`src/rtl/mem_arbiter.sv`:
```
// rtl/mem_arbiter.sv - fetch/data arbiter for a shared single-ported memory
module mem_arbiter #(
  parameter int ADDR_W     = 16,
  parameter int DATA_W     = 16,
  parameter int MEM_LAT    = 2,
  parameter int STARVE_MAX = 4
) (
  input  logic              clk,
  input  logic              rst,
  input  logic              iReq,
  input  logic [ADDR_W-1:0] iAddr,
  output logic              iDone,
  output logic [DATA_W-1:0] iRData,
  output logic              iStall,
  input  logic              dReq,
  input  logic              dWr,
  input  logic [ADDR_W-1:0] dAddr,
  input  logic [DATA_W-1:0] dWData,
  output logic              dDone,
  output logic [DATA_W-1:0] dRData,
  output logic              dStall,
  output logic              memEn,
  output logic              memWr,
  output logic [ADDR_W-1:0] memAddr,
  output logic [DATA_W-1:0] memWData,
  input  logic [DATA_W-1:0] memRData
);

  localparam int LAT_W    = (MEM_LAT > 1) ? $clog2(MEM_LAT) : 1;
  localparam int STARVE_W = $clog2(STARVE_MAX + 1);

  typedef enum logic [1:0] {IDLE, ISSUE, WAIT, DONE} state_t;

  state_t              state;
  state_t              nextState;
  logic                ownerData;   // 1 = data stage owns the transaction
  logic                latWr;
  logic [LAT_W-1:0]    latCnt;
  logic [STARVE_W-1:0] starveCnt;
  logic [DATA_W-1:0]   rdData;
  logic                grantAny;
  logic                grantData;
  logic                starved;

  assign starved = (starveCnt == STARVE_W'(STARVE_MAX));

  // State register; reset abandons any in-flight access without a done pulse
  always_ff @(posedge clk or posedge rst) begin
    if (rst) state <= IDLE;
    else     state <= nextState;
  end

  // Next-state, arbitration decision and memory strobes
  always_comb begin
    nextState = state;
    grantAny  = 1'b0;
    grantData = 1'b0;
    memEn     = 1'b0;
    memWr     = 1'b0;
    case (state)
      IDLE: begin
        if (iReq || dReq) begin
          grantAny  = 1'b1;
          // data normally wins; a starved fetch takes the next slot
          grantData = dReq && !(iReq && starved);
          nextState = ISSUE;
        end
      end
      ISSUE: begin
        memEn     = 1'b1;
        memWr     = latWr;
        nextState = WAIT;
      end
      WAIT: begin
        if (latCnt == '0) nextState = DONE;
      end
      DONE: nextState = IDLE;
      default: nextState = IDLE;
    endcase
  end

  // Transaction latches, latency counter, starvation counter and read capture
  always_ff @(posedge clk or posedge rst) begin
    if (rst) begin
      ownerData <= 1'b0;
      latWr     <= 1'b0;
      memAddr   <= '0;
      memWData  <= '0;
      latCnt    <= '0;
      starveCnt <= '0;
      rdData    <= '0;
    end else begin
      case (state)
        IDLE: begin
          if (grantAny) begin
            ownerData <= grantData;
            latWr     <= grantData & dWr;
            memAddr   <= grantData ? dAddr : iAddr;
            memWData  <= grantData ? dWData : '0;
            if (!grantData)
              starveCnt <= '0;
            else if (iReq && !starved)
              starveCnt <= starveCnt + 1'b1;
          end
        end
        ISSUE: latCnt <= LAT_W'(MEM_LAT - 1);
        WAIT: begin
          if (latCnt == '0)
            rdData <= latWr ? '0 : memRData;
          else
            latCnt <= latCnt - 1'b1;
        end
        default: ;
      endcase
    end
  end

  assign iDone  = (state == DONE) && !ownerData;
  assign dDone  = (state == DONE) && ownerData;
  assign iRData = iDone ? rdData : '0;
  assign dRData = dDone ? rdData : '0;
  // gated by rst so the stalls collapse together with everything else
  assign iStall = iReq & ~iDone & ~rst;
  assign dStall = dReq & ~dDone & ~rst;

endmodule
```
`config.mk`:
```
export PLATFORM = sky130hd
export DESIGN_NAME = mem_arbiter
export DESIGN_NICKNAME = d
export VERILOG_FILES = /design/src/rtl/mem_arbiter.sv
export SDC_FILE = /design/constraint.sdc
export NUM_CORES = 1
export LEC_CHECK = 0
export CAP_MARGIN = 0
export CORE_MARGIN = 4
export CORE_UTILIZATION = 37
export DETAILED_ROUTE_END_ITERATION = 6
export PLACE_DENSITY = 0.76
export SLEW_MARGIN = 20
export SYNTH_ARGS = -nofsm -noshare
export SYNTH_HDL_FRONTEND = slang
export SYNTH_SLANG_ARGS = --single-unit
export TNS_END_PERCENT = 10
```
`constraint.sdc`:
```
create_clock -name clk -period 1.59 [get_ports clk]
set_input_delay 0.318 -clock clk [delete_from_list [all_inputs] [get_ports clk]]
set_output_delay 0.318 -clock clk [all_outputs]
set_load 0.05 [all_outputs]
```
# Word-level counts from Yosys, hierarchy flattened
# Index checks and enable logic that the tools add are counted.
# op_classes
n_addsub,2
multipliers,0
div_mod_pow,0
order_cmp,0
eq_ne,7
n_shift,0
n_mux,18
bitwise_logic,9
n_reduce_logical,15
# op_table
operator,n
2-to-1 mux 16 bit,5
one-hot mux 2 bit (4 select lines),1
2-to-1 mux 1 bit,7
2-to-1 mux 3 bit,2
AND reduction 2 bit,3
AND 1 bit,5
logical AND 1 bit,5
== test 2 bit (second input constant),2
2-to-1 mux 2 bit,2
inequality test 2 bit (second input constant),2
NOT 1 bit,4
adder 3 x 1 -> 3 bit (second input constant),1
== test 3 bit (second input constant),1
zero test 1 bit,3
AND reduction 3 bit,1
== test 2 x 1 -> 1 bit (second input constant),1
zero test 2 bit,1
inequality test 2 x 1 -> 1 bit (second input constant),1
one-hot mux 1 bit (2 select lines),1
nonzero test 2 bit,1
logical OR 1 bit,1
subtractor 1 bit (second input constant),1
# word_totals
register_bits,56
latchBits,0
ramBits,0
romBits,0
in_bits,69
out_inout_bits,70
wordCells,59
memories,0

# Depth between registers and ports, before layout
# depth
depth_word,8
mapped_depth,8
mapped_depth_nobuf,5

# Least setup slack after synthesis
# Ideal clock, no wire load.
# synth_path
path_kind,reg2out
from,register state[0]
to,output port iStall
arrival_ps,2467
t_required_ps,1272
slack_ps,-1195
path_stages_with_launch,5
n_path_buf,1
cell_sequence,dfrtp_1 -> ha_1 -> nor2b_1 -> clkbuf_1 -> nor3b_1
# synth_between
elab_chain_len,5
# synth_lines
item,line_no,source
from (decl),34,state_t state;
from (signal assigned),50,else state <= nextState;
== test 2 bit,118,assign iDone = (state == DONE) && !ownerData;
logical AND 1 bit,118,
via iDone,12,"output logic iDone,"
NOT 1 bit,123,assign iStall = iReq & ~iDone & ~rst;
AND 1 bit (2 in a row),123,
to (decl),14,"output logic iStall,"
# The timed path passes the listed nets, and every way through them passes these cells.

# Worst setup path after layout
# layout_path
from,register state[0]
to,output port iStall
# layout_between
elab_chain_len,5
# layout_lines
item,line_no
== test 2 bit,118
logical AND 1 bit,118
NOT 1 bit,123
AND 1 bit (2 in a row),123
# No other way between the ends.

==> metrics <==
CP Buf/Inv Count 2; top-count cell post-synth dfrtp_1; Layout area overhead 83.9%; Post-synth EDFFs 0; register area share after synthesis 50.1%; gr ovfl total 0; crit path time final 1.90 ns; die height 95.0 um; Antenna Cells 0; largest net degree at the start of global routing 34; final setup fails 38; Max Cap Viol 0; Mapped Cells 279; Boundary Pins 139; hpwl dp 6.73 mm; core area 7290 um2; Max Clock Freq 525 MHz; max incr delay on CP 0.41 ns; DRC 0; clk_skew 0.0162 ns; Pwr Total 10.1 mW; Fin Hold WS 0.506 ns; critical path class flip-flop to output port; routed via count 2660; final antenna-violating net count 0; #FFs+latches synth 56; Starting Density 38.4%; top cells by area, synth dfrtp_1 50%, o211ai_1 6.2%, a22o_1 5.6%; initial antenna violation count 0; clock slew at reported path FFs 0.12 ns; drt first pass iters 4; setup TNS -10.19 ns; number of global-route vias before repair 2701; CTS tree done; failing checks negative setup slack; outcome finished with violations; vias per inst 4.97; H-Tree Level Count 2; Cell variety after synth 29; critical path startpoint category flip-flop; crit-path cells ha_2, nor2b_4, buf_6, nor3b_4, buf_12; LEAKAGE 2.31 nW; WL per Instance 16.5 um; Syn Area/Cell 10.0 um2; Yosys warnings 0; Crit path max-delay family flip-flops; peak supply drop 1180 uV; Yosys top cell by area dfrtp_1; Total GRT Usage 19.4%; syn nets 355; Post-Syn Area 2800 um2; clock net sink count 56; Final Net Count 511; routability cong. 0.776; slew margin rel. 71.1%; Synth top cells by count 56 x dfrtp_1, 39 x nand2_1, 23 x o211ai_1; clock latency on the worst-skew pair 0.33 ns; max-slew violation count 0; first-pass GRT wire length 13.7 mm; Die ar. 9020 um2; Clock Path Buffers 2; Max FO, Critical Path 2; Hold Vio Cnt, Final 0; PwrDens 1960 nW/um2; Die X-Extent 95.0 um; Yosys top cell area share 50.1%; Worst Setup End Kind output port; layout cell share with drive strength beyond 1 38.5%; RSZ-0062 raised after global routing yes; Worst-Margin Slew 0.432 ns; CP Data Required Time 1.27 ns; count of input and output buffers 138; Worst Hold Class primary input to asynchronous set/reset pin; critical path arrival 1.59 ns; ratio of final minimum period to clock period 120%; DR iter-0 viols 102; slowest stage cell, crit path dfrtp_1; ys flop type dfrtp_1; FP Rows 31; final worst slack -0.314 ns; CTS Hold Buffers Added 0; CTS Root Cell clkbuf_8; wirelength, routed 8.84 mm; fraction of registers with async set/reset 100%; reg2reg setup slack 0.03 ns; CTS Buf Count 5
[tightest hold or removal path, stage by stage]
cell and delay (ns):
clkdlybuf4s50_1 0.54, inv_2 0.14, buf_12 0.21
[registers in the layout (all words and copies together), names as in the netlist]
register   count
memAddr       16
latCnt         1
rdData        16
latWr          1
ownerData      1
memWData      16
state          2
starveCnt      3
[final timing paths]
check,cells after the start,to,from
min in group clk,2,memAddr[14],memAddr[14]
min,3,rdData[15],rst
min reg2reg,2,memAddr[14],memAddr[14]
max,5,iStall,state[0]
max in group asynchronous,3,starveCnt[1],rst
max reg2reg,8,memAddr[11],state[0]
[layout make-up]
type	count	area [um2]
Clock buffer	5	68.8
Timing Repair Buffer	167	2010
Sequential cell	56	1400
Inverter	21	81.3
Clock inverter	3	26.3
Fill cell	548	2150
Multi-Input combinational cell	184	1430
Tap cell	99	124
[cell families after synthesis]
family | count (synthesis) | synth area share, %
mux | 1 | 0.402
compound gates | 74 | 20.7
simple gates | 102 | 19.2
flops | 56 | 50.1
fa+ha+maj | 7 | 3.13
buf+inv | 39 | 6.48
[through the flow]
| stage | cell area (um2) | instances | util, % | setup WS [ns] |
|---|---|---|---|---|
| 6_report | 5150 | 535 | 70.6 | -0.314 |
| 5_1_grt | 5150 | 535 | 70.6 | -0.390 |
| 4_1_cts | 5120 | 535 | 70.2 | -0.290 |
| 3_5_place_dp | 4830 | 523 | 66.3 | -0.262 |
| 3_3_place_gp | 4830 | 523 | 66.3 | -0.207 |
| 2_1_floorplan | 2870 | 279 | - | -0.175 |
[routing by layer]
| layer | part of all wire (%) | GRT usage [%] | vias to the layer above |
|---|---|---|---|
| li1 | - | - | 1272 |
| met1 | 41 | 23.1 | 1279 |
| met2 | 52 | 35.9 | 102 |
| met3 | 6.6 | 4.38 | 7 |
| met4 | 1.0 | 3.61 | 0 |
| met5 | 0 | 0 | - |
[cell usage in the layout, fill, tap and decap left out, types with 5 or more instances in the layout]
| cell type | n |
|---|---|
| clkdlybuf4s50_1 | 68 |
| dfrtp_1 | 56 |
| buf_4 | 50 |
| buf_12 | 46 |
| nand2_1 | 38 |
| o211ai_1 | 23 |
| a22o_1 | 18 |
| inv_1 | 18 |
| and2_4 | 18 |
| nand2b_1 | 18 |
| and3_4 | 17 |
| o21ai_0 | 16 |
| o211ai_2 | 9 |
| clkbuf_8 | 5 |
[power by group]
part	switching [mW]	total [mW]	internal (mW)
logic	3.80	6.69	2.89
clock network	0.503	0.825	0.322
registers	0.482	2.57	2.09
[what timing repair did]
action | in CTS | in global routing
buffers inserted | 5 | 0
resized for setup | 45 | 9
pin swaps | 15 | 6
hold endpoints to repair | 0 | 0
endpoints found under the setup margin | 55 | 89
No activity file was read; power rests on OpenSTA's default activity.
